File: config.mk
export PLATFORM = sky130hd
export DESIGN_NAME = pt_tx_sched
export DESIGN_NICKNAME = d
export VERILOG_FILES = /design/src/rtl/pt_tx_sched.sv
export SDC_FILE = /design/constraint.sdc
export NUM_CORES = 1
export LEC_CHECK = 0
export ABC_AREA = 1
export CAP_MARGIN = 15
export CORE_MARGIN = 2
export CORE_UTILIZATION = 45
export CTS_BUF_LIST = sky130_fd_sc_hd__clkbuf_8
export CTS_CLUSTER_SIZE = 14
export DETAILED_ROUTE_END_ITERATION = 6
export GPL_TIMING_DRIVEN = 0
export PLACE_DENSITY = 0.66
export SLEW_MARGIN = 20
export SYNTH_ARGS = -nofsm -noshare
export SYNTH_HDL_FRONTEND = slang
export SYNTH_SLANG_ARGS = --single-unit
File: constraint.sdc
create_clock -name clk -period 3 [get_ports clk]
set_input_delay 0.6 -clock clk [delete_from_list [all_inputs] [get_ports clk]]
set_output_delay 0.6 -clock clk [all_outputs]
set_load 0.05 [all_outputs]
File: src/rtl/pt_tx_sched.sv
// PT2262 frame scheduler: FIFO of 24-bit codewords, each sent REPEATS times with a GAP_CYCLES idle gap.
// Optional abort input is enabled by defining PT_TX_SCHED_ABORT_EN.
module pt_tx_sched #(
  parameter int unsigned DEPTH      = 4,
  parameter int unsigned REPEATS    = 4,
  parameter int unsigned GAP_CYCLES = 64
) (
  input  logic        clk,
  input  logic        rst_n,
  input  logic        wr_en,
  input  logic [23:0] wr_data,
  output logic        full,
  output logic        overflow,
  output logic        enc_ld,
  output logic [23:0] enc_ad,
  input  logic        enc_done,
  output logic        busy
`ifdef PT_TX_SCHED_ABORT_EN
  ,
  input  logic        abort
`endif
);

  localparam int unsigned AW = $clog2(DEPTH);
  localparam int unsigned CW = AW + 1;

  typedef enum logic [2:0] {IDLE, LOAD, WAIT_START, WAIT_DONE, GAP} state_t;

  state_t        state_q, state_d;
  logic [23:0]   mem_q [DEPTH];
  logic [AW-1:0] wr_ptr_q, wr_ptr_d, rd_ptr_q, rd_ptr_d;
  logic [CW-1:0] count_q, count_d;
  logic          full_q, full_d, overflow_q, overflow_d;
  logic [23:0]   cur_word_q, cur_word_d, ad_hold_q, ad_hold_d;
  logic [7:0]    rep_cnt_q, rep_cnt_d;
  logic [15:0]   gap_cnt_q, gap_cnt_d;
  logic [1:0]    wait_cnt_q, wait_cnt_d;
  logic          push, pop, abort_i;

`ifdef PT_TX_SCHED_ABORT_EN
  assign abort_i = abort;
`else
  assign abort_i = 1'b0;
`endif

  always_comb begin
    state_d    = state_q;
    cur_word_d = cur_word_q;
    rep_cnt_d  = rep_cnt_q;
    gap_cnt_d  = gap_cnt_q;
    wait_cnt_d = wait_cnt_q;
    pop        = 1'b0;
    enc_ld     = 1'b0;
    unique case (state_q)
      IDLE: begin
        if ((count_q != '0) && enc_done) begin
          pop        = 1'b1;
          cur_word_d = mem_q[rd_ptr_q];
          rep_cnt_d  = '0;
          state_d    = LOAD;
        end
      end
      LOAD: begin
        enc_ld     = 1'b1;
        wait_cnt_d = '0;
        state_d    = WAIT_START;
      end
      WAIT_START: begin
        // Encoder that never drops done gets the load strobe re-issued.
        if (!enc_done) begin
          state_d = WAIT_DONE;
        end else if (wait_cnt_q == 2'd3) begin
          state_d = LOAD;
        end else begin
          wait_cnt_d = wait_cnt_q + 2'd1;
        end
      end
      WAIT_DONE: begin
        if (enc_done) begin
          gap_cnt_d = 16'(GAP_CYCLES - 1);
          rep_cnt_d = rep_cnt_q + 8'd1;
          state_d   = GAP;
        end
      end
      GAP: begin
        if (gap_cnt_q == '0) begin
          state_d = (rep_cnt_q < 8'(REPEATS)) ? LOAD : IDLE;
        end else begin
          gap_cnt_d = gap_cnt_q - 16'd1;
        end
      end
      default: state_d = IDLE;
    endcase
    if (abort_i) begin
      state_d = IDLE;
      pop     = 1'b0;
    end
  end

  always_comb begin
    push       = wr_en && !full_q && !abort_i;
    overflow_d = overflow_q | (wr_en && full_q && !abort_i);
    if (abort_i) begin
      wr_ptr_d = '0;
      rd_ptr_d = '0;
      count_d  = '0;
    end else begin
      wr_ptr_d = wr_ptr_q + AW'(push);
      rd_ptr_d = rd_ptr_q + AW'(pop);
      count_d  = count_q + CW'(push) - CW'(pop);
    end
    full_d    = (count_d == CW'(DEPTH));
    ad_hold_d = (state_q == LOAD) ? cur_word_q : ad_hold_q;
  end

  always_ff @(posedge clk) begin
    if (push) mem_q[wr_ptr_q] <= wr_data;
  end

  always_ff @(posedge clk or negedge rst_n) begin
    if (!rst_n) begin
      state_q    <= IDLE;
      wr_ptr_q   <= '0;
      rd_ptr_q   <= '0;
      count_q    <= '0;
      full_q     <= 1'b0;
      overflow_q <= 1'b0;
      cur_word_q <= '0;
      ad_hold_q  <= '0;
      rep_cnt_q  <= '0;
      gap_cnt_q  <= '0;
      wait_cnt_q <= '0;
    end else begin
      state_q    <= state_d;
      wr_ptr_q   <= wr_ptr_d;
      rd_ptr_q   <= rd_ptr_d;
      count_q    <= count_d;
      full_q     <= full_d;
      overflow_q <= overflow_d;
      cur_word_q <= cur_word_d;
      ad_hold_q  <= ad_hold_d;
      rep_cnt_q  <= rep_cnt_d;
      gap_cnt_q  <= gap_cnt_d;
      wait_cnt_q <= wait_cnt_d;
    end
  end

  assign enc_ad   = (state_q == LOAD) ? cur_word_q : ad_hold_q;
  assign busy     = (state_q != IDLE);
  assign full     = full_q;
  assign overflow = overflow_q;

endmodule
==> flow_summary_export.csv <==
group,metric,value,unit
synthesis,yosysTopAreaCellShare,37.8,%
floorplan,start_util,46.0,%
floorplan,die_h,134,um
synthesis,ys.flop_type,"edfxtp_1",
detailed_routing,drtPass1Iterations,5,
global_routing,grt_max_degree,58,
setup_path,cp_max_fo,10,
clock_network,path_clk_slew,0.09,ns
synthesis,yosysWarningCount,0,
setup_path,cp_data_required_time,2.40,ns
synthesis,synth_seq_cells,182,
setup_path,slowest_delay,0.47,ns
synthesis,synth_area,7620,um^2
detailed_routing,drc,0,
setup_path,cp-end-kind,"output port",
timing,drv_slew,0,
cells_and_area,antenna_cells,0,
clock_network,clock_latency,0.46,ns
timing,worst_pin_slew,0.730,ns
detailed_routing,vias,5277,
timing,fin_crit_sh,96.9,%
global_routing,grt_pass1_vias,5243,
synthesis,synth_most_common_cell,"o21ai_0",
synthesis,synth_largest_area_cell,"edfxtp_1",
clock_network,clock_path_buffers,2,
detailed_routing,via_per_inst,5.05,
synthesis,synth_edf_count,96,
power,ir_drop,0.000462,V
timing,rsz0062_at_grt,"yes",
clock_network,postCtsSetupBuffers,0,
floorplan,io_pins,56,
floorplan,die_w,134,um
setup_path,path_class,"reg -> out",
floorplan,core,16600,um^2
global_routing,grt_use_total,18.9,%
global_routing,antenna_found_initial,0,
setup_path,path_buf_inv,3,
detailed_routing,wire_per_inst,15.3,um
placement,place_ws,-0.153,ns
synthesis,synth.avg_cell_area,10.4,um^2
synthesis,yosysUniqueCellTypes,30,
synthesis,ys_top_cells_by_area,"edfxtp_1 (38%), dfrtp_1 (28%), o21ai_0 (7.8%)",
power,p_leak,3.63,nW
clock_network,clkSinkCount,182,
timing,fmax,344,MHz
setup_path,timing.rr.end,"full$_DFF_PN0_",
global_routing,grt_overflow_total,0,
timing,final_hold_viol_count,0,
synthesis,async_flop_share,47.3,%
placement,hpwl,11100,um
setup_path,rr_startpoint,"state_q[1]$_DFFE_PN0P_",
clock_network,clockRootBuffer,"clkbuf_8",
floorplan,rows,47,
synthesis,syn-num-nets,768,
placement,io_buffers,55,
setup_path,critPathLaunchType,"register",
detailed_routing,drt_iter0_drc,340,
detailed_routing,ant_nets,0,
timing,setup_viol,0,
min_path,min_path_type,"in -> async",
cells_and_area,syn2layout_area_growth,17.8,%
timing,final.setup_skew,0.00995,ns
setup_path,rrSetupSlack,0.43,ns
cells_and_area,nNetsFinal,847,
synthesis,ys_seq_area_share,66.0,%
clock_network,htree_levels,4,
clock_network,cts_tree,"done",
timing,fin_ws,0.0941,ns
cells_and_area,drive_gt1_share,13.1,%
outcome,outcome,"completed",
flow_run,cap_viol_max_count,0,
timing,holdWs,0.0576,ns
synthesis,synthCells,733,
floorplan,die-area,18000,um^2
setup_path,cpLargestDelayFamily,"buffers and inverters",
setup_path,r2r_cells,10,
timing,fin_crit,2.91,ns
synthesis,ys_top_cells_by_count,"o21ai_0 (119), nor2_1 (116), nand2_1 (108), edfxtp_1 (96), dfrtp_1 (86)",
setup_path,arrival,2.31,ns
power,power.total,9.28,mW
global_routing,grt_pass1_wl,26100,um
timing,maxSlewHeadroom,51.2,%
power,powerDensity,1030,nW/um^2
setup_path,crit_slowest_cell,"dfrtp_1",
detailed_routing,wl,16000,um
clock_network,cts_made_buffers,17,
setup_path,path_cells,"nor3_4 > inv_2 > clkbuf_1 > o21ai_0 > clkdlybuf4s15_2",
placement,gp_congestion,0.835,
## kinds of logic (layout without fill, tap and decap cells)
family,count (synthesis),after routing,synth area share [%]
buffers and inverters,98,190,5.35
AOI/OAI and AO/OA,156,156,11.0
DFF,182,182,66.0
adders and majority gates,7,7,1.25
and+or+nand+nor,281,281,15.3
xor gates and xnor gates,9,9,1.03
## layout make-up
type	count	area (um^2)
Buffer	31	156
Clock buffer	17	234
Clock inverter	15	174
Fill cell	1469	7610
Inverter	67	251
Multi-Input combinational cell	453	2240
Sequential cell	182	5030
Tap cell	220	275
Timing Repair Buffer	60	616
## layer usage
| layer | track usage, % | part of all wire [%] |
|---|---|---|
| met2 | 32.1 | 49 |
| met5 | 0 | 0 |
| met4 | 5.96 | 1.3 |
| met1 | 24.3 | 45 |
| met3 | 4.20 | 3.9 |
## how the worst max path moves through the flow
stage	from	endpoint	slack, ns	cells past startpoint
2_1_floorplan	state_q[1]$_DFFE_PN0P_	enc_ad[10]	-0.21	4
3_3_place_gp	rst_n	cur_word_q[18]$_DFFE_PN0P_	-1.70	1
3_5_place_dp	enc_done	full$_DFF_PN0_	-0.15	10
4_1_cts	state_q[1]$_DFFE_PN0P_	enc_ad[22]	-0.1	5
5_1_grt	state_q[0]$_DFFE_PN0P_	enc_ad[12]	-0.09	6
6_report	state_q[1]$_DFFE_PN0P_	enc_ad[11]	0.09	5
## state kept, by name (all words and copies together) (netlist names)
signal and flops:
mem_q 96, ad_hold_q 24, cur_word_q 24, gap_cnt_q 16, rep_cnt_q 8, count_q 3, state_q 3, rd_ptr_q 2
wait_cnt_q 2, wr_ptr_q 2, full 1, overflow 1
## metrics by stage
step / TNS [ns] / cells / instance area [um^2] / util, %
final: 0 / 1045 / 8980 / 54.1
after floorplan: -4.11 / 733 / 7640 / -
after detailed placement: -0.348 / 1013 / 8580 / 51.7
after global placement: -213.01 / 1008 / 8470 / 51.1
after global routing: -1.00 / 1045 / 8980 / 54.1
after CTS: -0.247 / 1045 / 9020 / 54.4
## worst register-to-register path, stage by stage, from the launching register on
cell,delay [ns]
dfrtp_1,0.47
nor2_4,0.17
nand2_1,0.08
nor2_1,0.38
buf_2,0.32
xor2_1,0.18
ha_1,0.17
inv_1,0.05
fa_1,0.47
inv_1,0.05
nor3_1,0.16
## cells in the final DEF (no fill, tap or decap), types with 3 or more instances in the layout
| cell | instances |
|---|---|
| a21oi_1 | 5 |
| o21ai_0 | 109 |
| buf_2 | 19 |
| nand2_2 | 10 |
| clkdlybuf4s50_1 | 30 |
| clkbuf_8 | 17 |
| buf_8 | 5 |
| inv_6 | 3 |
| nor2_1 | 116 |
| o21ai_2 | 11 |
| buf_4 | 3 |
| clkbuf_1 | 16 |
| inv_8 | 3 |
| inv_1 | 64 |
| nor3_4 | 5 |
| nand2_1 | 108 |
| dfrtp_1 | 86 |
| ha_1 | 6 |
| o21bai_1 | 4 |
| nand4_1 | 6 |
| clkdlybuf4s15_2 | 16 |
| edfxtp_1 | 96 |
| inv_2 | 4 |
| o21ai_1 | 23 |
| xor2_1 | 7 |
| nand3_1 | 32 |
## repair_timing
action,in CTS,in global routing
setup endpoints to repair,24,24
endpoints found under the hold margin,0,0
hold buffers,0,0
resized for setup,99,20
## where the power goes
group	switching (mW)	total, mW	internal (mW)
sequential	0.276	3.62	3.35
combinational	2.83	3.96	1.13
clock	0.933	1.70	0.766
Power figures use the tool's default switching activity.
